==> config.mk <==
export PLATFORM = sky130hd
export DESIGN_NAME = psum_acc_12
export DESIGN_NICKNAME = d
export VERILOG_FILES = /design/src/rtl/psum_acc_12.sv
export SDC_FILE = /design/constraint.sdc
export NUM_CORES = 1
export LEC_CHECK = 0
export CAP_MARGIN = 20
export CORE_MARGIN = 3
export CORE_UTILIZATION = 45
export DETAILED_ROUTE_END_ITERATION = 8
export PLACE_DENSITY = 0.67
export SYNTH_ARGS = -nofsm -noshare
export SYNTH_HDL_FRONTEND = slang
export SYNTH_SLANG_ARGS = --single-unit
==> constraint.sdc <==
create_clock -name clk_i -period 3.2 [get_ports clk_i]
set_clock_uncertainty 0.2 [all_clocks]
set_input_delay 0.48 -clock clk_i [delete_from_list [all_inputs] [get_ports clk_i]]
set_output_delay 0.48 -clock clk_i [all_outputs]
set_load 0.05 [all_outputs]
==> src/rtl/psum_acc_12.sv <==
// psum_acc_12 -- partial-sum accumulator behind the 12-bit pipelined add stage.
//
// A job is started with start_i. It then takes len_i signed DATA_W-bit terms
// (len_i == 0 counts as one term) and adds them into an ACC_W-bit accumulator.
// The total is saturated back to DATA_W bits, optionally passed through a ReLU
// (relu_en_i is latched with start_i), and offered to the next layer buffer.
//
// Handshakes: a transfer happens on a rising clk_i edge where both valid and
// ready are high (valid_i & ready_o on the input side, result_valid_o &
// result_ready_i on the output side). A source holds its valid and payload
// stable until that transfer. ready_o does not depend on valid_i.
//
// Optional build macro PSUM_ROUND_EN: round the total half-up to a multiple of
// 16 before clamping. The clamp range is then [-2048, 2032].
//
// Ports:
//   clk_i          clock, rising edge
//   rst_i          asynchronous reset, active high
//   start_i        start a job (sampled only while idle)
//   len_i          number of terms in the job (0 counts as 1)
//   relu_en_i      ReLU enable for the job, latched with start_i
//   data_i         partial-sum term
//   valid_i        data_i valid
//   ready_o        term accepted on this cycle's edge when valid_i is high
//   result_o       saturated, optionally ReLU'd result
//   result_valid_o result_o valid
//   result_ready_i consumer takes the result
//   ovf_o          result was clamped (qualified by result_valid_o)
//   busy_o         job in progress (not idle)
module psum_acc_12 #(
    parameter int DATA_W = 12,
    parameter int LEN_W  = 8,
    parameter int ACC_W  = 20   // must be >= DATA_W + LEN_W so the sum never wraps
) (
    input  logic              clk_i,
    input  logic              rst_i,
    input  logic              start_i,
    input  logic [LEN_W-1:0]  len_i,
    input  logic              relu_en_i,
    input  logic [DATA_W-1:0] data_i,
    input  logic              valid_i,
    output logic              ready_o,
    output logic [DATA_W-1:0] result_o,
    output logic              result_valid_o,
    input  logic              result_ready_i,
    output logic              ovf_o,
    output logic              busy_o
);

    typedef enum logic [1:0] {
        S_IDLE  = 2'd0,
        S_ACCUM = 2'd1,
        S_SAT   = 2'd2,
        S_OUT   = 2'd3
    } state_t;

    state_t state_q;
    state_t state_d;

    logic [LEN_W-1:0]         len_q;
    logic [LEN_W-1:0]         cnt_q;
    logic                     relu_q;
    logic signed [ACC_W-1:0]  acc_q;
    logic [DATA_W-1:0]        result_q;
    logic                     ovf_q;
    logic                     rvalid_q;

    logic                     beat_ok;
    logic                     last_beat;
    logic signed [ACC_W-1:0]  data_ext;

    // Saturation path.
    logic signed [ACC_W-1:0]  pre_sat;
    logic [DATA_W-1:0]        sat_val;
    logic [DATA_W-1:0]        sat_res;
    logic                     sat_ovf;

    localparam logic signed [ACC_W-1:0] SAT_MIN = ACC_W'(-(2 ** (DATA_W - 1)));
`ifdef PSUM_ROUND_EN
    // Largest multiple of 16 that still fits in DATA_W bits.
    localparam logic signed [ACC_W-1:0] SAT_MAX = ACC_W'((2 ** (DATA_W - 1)) - 16);
    // Half-up rounding to the 16-step grid: add half a step, drop the low nibble.
    assign pre_sat = (acc_q + ACC_W'(8)) & ~ACC_W'(15);
`else
    localparam logic signed [ACC_W-1:0] SAT_MAX = ACC_W'((2 ** (DATA_W - 1)) - 1);
    assign pre_sat = acc_q;
`endif

    assign data_ext  = {{(ACC_W - DATA_W){data_i[DATA_W-1]}}, data_i};
    assign beat_ok   = (state_q == S_ACCUM) && valid_i;
    assign last_beat = beat_ok && (cnt_q == (len_q - LEN_W'(1)));

    // ReLU is applied after the clamp and never touches the overflow flag.
    always_comb begin
        sat_ovf = 1'b0;
        sat_val = pre_sat[DATA_W-1:0];
        if (pre_sat > SAT_MAX) begin
            sat_val = SAT_MAX[DATA_W-1:0];
            sat_ovf = 1'b1;
        end else if (pre_sat < SAT_MIN) begin
            sat_val = SAT_MIN[DATA_W-1:0];
            sat_ovf = 1'b1;
        end
        sat_res = (relu_q && sat_val[DATA_W-1]) ? '0 : sat_val;
    end

    // State register.
    always_ff @(posedge clk_i or posedge rst_i) begin
        if (rst_i) begin
            state_q <= S_IDLE;
        end else begin
            state_q <= state_d;
        end
    end

    // Next state and state-decoded outputs.
    always_comb begin
        state_d = state_q;
        ready_o = 1'b0;
        busy_o  = 1'b1;
        case (state_q)
            S_IDLE: begin
                busy_o = 1'b0;
                if (start_i) begin
                    state_d = S_ACCUM;
                end
            end
            S_ACCUM: begin
                ready_o = 1'b1;
                if (last_beat) begin
                    state_d = S_SAT;
                end
            end
            S_SAT: begin
                state_d = S_OUT;
            end
            S_OUT: begin
                if (result_ready_i) begin
                    state_d = S_IDLE;
                end
            end
            default: begin
                state_d = S_IDLE;
            end
        endcase
    end

    // Datapath registers.
    always_ff @(posedge clk_i or posedge rst_i) begin
        if (rst_i) begin
            len_q    <= '0;
            cnt_q    <= '0;
            relu_q   <= 1'b0;
            acc_q    <= '0;
            result_q <= '0;
            ovf_q    <= 1'b0;
            rvalid_q <= 1'b0;
        end else begin
            case (state_q)
                S_IDLE: begin
                    if (start_i) begin
                        len_q  <= (len_i == '0) ? LEN_W'(1) : len_i;
                        relu_q <= relu_en_i;
                        acc_q  <= '0;
                        cnt_q  <= '0;
                    end
                end
                S_ACCUM: begin
                    if (beat_ok) begin
                        acc_q <= acc_q + data_ext;
                        cnt_q <= cnt_q + LEN_W'(1);
                    end
                end
                S_SAT: begin
                    result_q <= sat_res;
                    ovf_q    <= sat_ovf;
                    rvalid_q <= 1'b1;
                end
                S_OUT: begin
                    if (result_ready_i) begin
                        rvalid_q <= 1'b0;
                    end
                end
                default: begin
                    rvalid_q <= 1'b0;
                end
            endcase
        end
    end

    assign result_o       = result_q;
    assign ovf_o          = ovf_q;
    assign result_valid_o = rvalid_q;

endmodule

==> impl_metrics.toml, run 1 <==
[run_status]
outcome = "completed"

[power_and_ir_drop]
power_density_mw_per_mm2 = 947.0
p_leak_nw = 1.865
max-vdd-ir-drop_mv = 0.3603

[worst_setup_path]
r2r_cells = 11
slowest_stage = "clkdlybuf4s50_1"
slowest_delay_ns = 0.46
cp_num_buf_inv = 2
critPathArrivalTime_ns = 2.83
worst-setup-path-type = "input pin to flop"
worstPathMaxFanout = 3
end_kind = "flop"
worstPathCellList = "clkdlybuf4s50_1 > ha_1 > inv_1 > fa_1 > nor2b_1 > o21a_1 > o21ai_1 > a21o_1 > a211o_1 > a21oi_1 > mux2i_1 > nand2_1"
required_ns = 3.22
startpoint_type = "input pin"
crit_family = "compound AO/OA/AOI/OAI gates"
path_depth = 12

[layout]
final_area_sq_mm = 0.004095
drive_gt1_share_pct = 8.633
syn_to_final_growth_pct = 20.46
num_antenna_cells = 0
fillCellCount = 682
final_cell_mix = "53 x dfrtp_1, 41 x clkdlybuf4s50_1, 34 x nand2_1"
final_common_cell = "dfrtp_1"
finalNetCount = 469
fin_util_pct = 56.16

[grt]
overflow = 0
grt_pass1_vias = 2816
grt_pass1_wl_um = 13230
grt_max_degree = 31
track_usage_pct = 18.87
antenna_found_initial = 0

[route]
num_vias = 2775
firstDrtPassIters = 6
drt_iter0_drc = 125
routed_wl_um = 7615
avgViaCountPerCell = 5.378
drc = 0
post_drt_wl_per_cell_um = 14.76
ant_nets = 0

[timing]
tightest_slew_ns = 0.8563
hold_viol = 0
tns_ns = 0
max_freq_mhz = 355.7
max-slew-margin-rel_pct = 42.92
timing.final.crit_share_pct = 87.86
slew_viol_final = 0
rsz0062_at_grt = "no"
fin_crit_ns = 2.812
worst_slack_ns = 0.3884
finalHoldWorstSlack_ns = 0.3102
finalSetupViolations = 0

[job]
maxCapViolCount = 0

[floorplanning]
fp-row-count = 31
core_area_sq_mm = 0.007292
die_w_um = 92.92
die-area_sq_mm = 0.008633
start_util_pct = 46.62
dieHeight_um = 92.92
io_pins = 42

[placed_design]
io_buffers = 41
place_ws_ns = 0.05098
place_area_sq_mm = 0.003983
hpwl_um = 5773
gp_congestion = 0.8918

[yosys]
ys_seq_area_share_pct = 39.01
synthesis.area_sq_mm = 0.003400
ys_warn_count = 0
synth.avg_cell_area_sq_um = 9.213
syn_inst = 369
ys_seq_elements = 53
syn_nets = 422
synthArstFlopShare_pct = 100.0
synth_edf_count = 0
synth_cell_types = 50
ys.flop_type = "dfrtp_1"

[clocking]
cts_made_buffers = 5
clk_pin_slew_worst_paths_ns = 0.10
cts.sinks = 53
cts.htree.levels = 2
clockBufferDepth = 2
tritoncts = "done"
clockRootBuffer = "clkbuf_8"
hold_buffers = 0
cts_resized = 0
post_cts_buffers = 0
clk_latency_ns = 0.32

[hold_path]
min_delay_path_depth = 1
hold_path_class = "flop to flop"
path summary, 6_finish.rpt:
kind                                       from                       end  slack, ns
setup / recovery                      data_i[0]     acc_q[16]$_DFFE_PP0P_       0.39
hold / removal               relu_q$_DFFE_PP0P_  result_o[11]$_DFFE_PP0P_       0.31
setup reg to reg           acc_q[0]$_DFFE_PP0P_     acc_q[16]$_DFFE_PP0P_       0.58
hold reg to reg              relu_q$_DFFE_PP0P_  result_o[11]$_DFFE_PP0P_       0.31
max in group asynchronous                 rst_i     acc_q[17]$_DFFE_PP0P_       1.93
min in group asynchronous                 rst_i      acc_q[0]$_DFFE_PP0P_       0.32
registers in the layout, summed over array words and instances, names as in the netlist:
name / cells
acc_q: 20
result_o: 12
cnt_q: 8
len_q: 8
state_q: 2
ovf_o: 1
relu_q: 1
result_valid_o: 1
kinds of logic after synthesis:
family	synth area share [%]
DFF	39.01
xor gates and xnor gates	7.214
and+or+nand+nor	17.22
muxes	4.748
AOI/OAI and AO/OA	17.63
buffers and inverters	4.012
adders and majority gates	10.16
through the flow:
step,total power [W],instances
CTS,0.003910,516
detailed placement,0.003430,508
global placement,0.003388,508
finish,0.003878,516
floorplan,0.002800,369
global route,0.004195,516
worst reg2reg max path, cell delays in order (launching register included):
cell     delay (ns)
dfrtp_1        0.41
ha_1           0.19
inv_1          0.05
fa_1           0.39
nor2b_1        0.13
o21a_1         0.13
o21ai_1        0.09
a21o_1         0.20
a211o_1        0.28
a21oi_1        0.18
mux2i_1        0.21
nand2_1        0.06
synth_stat cells, types with 5 or more instances:
cell       n  share of area (%)
clkbuf_1  11                1.2
mux2_2     8                2.7
nor3b_1    7                1.5
dfrtp_1   53                 39
ha_1      26                9.6
o22ai_1   12                2.2
inv_1     24                2.7
a21oi_1   19                2.8
a21o_1     8                1.8
nand4_1    7                1.3
nor2b_1    5               0.92
nand3_1   11                1.6
and3_1     5               0.92
nor3_1     6               0.88
xor2_1    19                4.9
o21ai_0   21                3.1
mux2i_1    6                1.8
xnor2_1    9                2.3
nand2_1   34                3.8
nor2_1    29                3.2
cell type report:
class / count / area, sq um / area share [%]
multi-input combinational: 280 / 1937 / 47.30
inverter: 24 / 90.09 / 2.200
clock inverter: 3 / 43.79 / 1.069
sequential: 53 / 1326 / 32.39
tap: 99 / 123.9 / 3.025
timing repair buffer: 52 / 505.5 / 12.34
clock buffer: 5 / 68.82 / 1.680
per-layer routing:
| metal | vias up | track usage [%] | share of wire, % |
|---|---|---|---|
| met5 | - | 0 | 0 |
| met4 | 0 | 5.617 | 1.5 |
| met3 | 10 | 2.762 | 3.9 |
| met2 | 52 | 29.39 | 45 |
| met1 | 1309 | 27.12 | 50 |
| li1 | 1404 | - | - |
power breakdown:
group          total, W  switching (W)  internal, W  leakage [nW]
Combinational   0.00221        0.00129     0.000919          1.14
Sequential      0.00120       0.000260     0.000940         0.668
Clock          0.000466       0.000231     0.000235        0.0585
Power figures use the tool's default switching activity.
==> run 2: changes to the inputs <==
--- a/config.mk
+++ b/config.mk
@@ -6,10 +6,13 @@
 export NUM_CORES = 1
 export LEC_CHECK = 0
 export CAP_MARGIN = 20
+export CELL_PAD_IN_SITES_DETAIL_PLACEMENT = 1
+export CELL_PAD_IN_SITES_GLOBAL_PLACEMENT = 1
 export CORE_MARGIN = 3
-export CORE_UTILIZATION = 45
+export CORE_UTILIZATION = 43
+export CTS_CLUSTER_DIAMETER = 30
 export DETAILED_ROUTE_END_ITERATION = 8
-export PLACE_DENSITY = 0.67
+export PLACE_DENSITY_LB_ADDON = 0.1
 export SYNTH_ARGS = -nofsm -noshare
 export SYNTH_HDL_FRONTEND = slang
 export SYNTH_SLANG_ARGS = --single-unit
==> run 2 against run 1 <==
Hold slack got worse by 0.045 ns. Final area shrank 0.31%. Setup slack worse by 0.025 ns. Register-to-register slack worse by 0.09 ns.
==> impl_metrics.toml, run 2 (same netlist as run 1, synthesis figures left out) <==
[run_status]
outcome = "completed"

[clocking]
clk_latency_ns = 0.30
clockRootBuffer = "clkbuf_8"
clk_pin_slew_worst_paths_ns = 0.10
cts_made_buffers = 5
hold_buffers = 0
cts.htree.levels = 2
post_cts_buffers = 0
clockBufferDepth = 2
cts_resized = 0
cts.sinks = 53
tritoncts = "done"

[power_and_ir_drop]
seq_power_share_pct = 30.7
clockPowerShare_pct = 10.2
combPwrFrac_pct = 59.2
power_w = 0.003901
max-vdd-ir-drop_mv = 0.4353
p_switching_w = 0.001853
p_sw_share_pct = 47.50
power_density_mw_per_mm2 = 955.6
p_int_w = 0.002048
p_leak_nw = 1.860

[timing]
tightest_slew_ns = 0.6277
max-slew-margin-rel_pct = 58.15
fin_crit_ns = 2.837
tns_ns = 0
timing.final.crit_share_pct = 88.65
max_freq_mhz = 352.5
finalSetupViolations = 0
hold_viol = 0
rsz0062_at_grt = "no"
slew_viol_final = 0
worst_slack_ns = 0.3631

[worst_setup_path]
critPathArrivalTime_ns = 2.82
startpoint_type = "input pin"
worstPathMaxFanout = 3
end_kind = "flop"
worst-setup-path-type = "input pin to flop"
required_ns = 3.19

[layout]
final_cell_mix = "53 x dfrtp_1, 41 x clkdlybuf4s50_1, 34 x nand2_1"
regMostFlops = "acc_q"
finalNetCount = 472
largest_register_ffs = 20
seq_area_sq_mm = 0.001326
multi_input_area_sq_mm = 0.001937
drive_gt1_share_pct = 9.069
final_common_cell = "dfrtp_1"
fin_util_pct = 54.82
syn_to_final_growth_pct = 20.10
fin_cells = 518
fillCellCount = 853
num_antenna_cells = 0

[grt]
grt_pass1_wl_um = 14860
track_usage_pct = 20.77
overflow = 0
grt_max_degree = 24
antenna_found_initial = 0
grt_pass1_vias = 3047

[route]
routed_wl_um = 8843
post_drt_wl_per_cell_um = 17.07
drc = 0
drt_iter0_drc = 92
firstDrtPassIters = 4
avgViaCountPerCell = 5.569
num_vias = 2885
ant_nets = 0

[floorplanning]
start_util_pct = 45.65
die-area_sq_mm = 0.009009
dieHeight_um = 94.92
fp-row-count = 31
io_pins = 42
core_area_sq_mm = 0.007447
die_w_um = 94.92

[job]
maxCapViolCount = 0

[placed_design]
gp_congestion = 0.8207
place_ws_ns = 0.05948
hpwl_um = 6713
io_buffers = 41
dp.cells = 510

[hold_path]
hold_path_class = "input pin to async pin"
[run 2: per-layer routing]
| metal | wire (um) | track usage, % | share of wire [%] | vias to the layer above |
|---|---|---|---|---|
| met1 | 4271 | 27.17 | 48 | 1411 |
| met3 | 237 | 2.709 | 2.7 | 11 |
| met5 | 0 | 0 | 0 | - |
| met2 | 4231 | 36.76 | 48 | 57 |
| met4 | 102 | 4.087 | 1.2 | 0 |
| li1 | - | - | - | 1406 |
[run 2: power groups by stage]
stage                     combinational [W]  sequential [W]  clock (W)
final                               0.00231         0.00120   0.000397
after global routing                0.00256         0.00123   0.000431
after CTS                           0.00232         0.00120   0.000401
after detailed placement            0.00230         0.00121          0
after global placement              0.00222         0.00119          0
after floorplan                     0.00137         0.00143          0
[run 2: cell type report]
class	count	area share [%]
clock buffer	6	2.023
clock inverter	1	0.1839
inverter	24	2.207
multi-input combinational	280	47.44
sequential	53	32.49
tap	99	3.034
timing repair buffer	55	12.63
[run 2: worst max-delay path, stage by stage]
cell             delay, ns
clkdlybuf4s50_1       0.46
ha_1                  0.16
inv_1                 0.06
fa_1                  0.39
nor2b_1               0.13
o21a_1                0.13
o21ai_1               0.10
a21o_1                0.20
a211o_1               0.27
a21oi_1               0.18
mux2i_1               0.20
nand2_1               0.06
[run 2: through the flow]
| step | hold WS, ns | cell area, sq um |
|---|---|---|
| floorplan | 0.2513 | 3400 |
| finish | 0.2655 | 4083 |
| detailed placement | 0.3083 | 3985 |
| global route | 0.2742 | 4083 |
| global placement | 0.2991 | 3985 |
| CTS | 0.2708 | 4075 |
[run 2: worst paths after layout]
kind | startpoint | endpoint | slack [ns] | depth (start not counted)
worst max-delay path | data_i[0] | acc_q[16]$_DFFE_PP0P_ | 0.36 | 12
worst min-delay path | rst_i | result_o[4]$_DFFE_PP0P_ | 0.27 | 2
worst max register to register | len_q[0]$_DFFE_PP0P_ | state_q[1]$_DFFE_PP0P_ | 0.49 | 10
worst min register to register | acc_q[8]$_DFFE_PP0P_ | acc_q[8]$_DFFE_PP0P_ | 0.33 | 2
max in group asynchronous | rst_i | acc_q[17]$_DFFE_PP0P_ | 1.88 | 3
min in group clk_i | acc_q[8]$_DFFE_PP0P_ | acc_q[8]$_DFFE_PP0P_ | 0.33 | 2
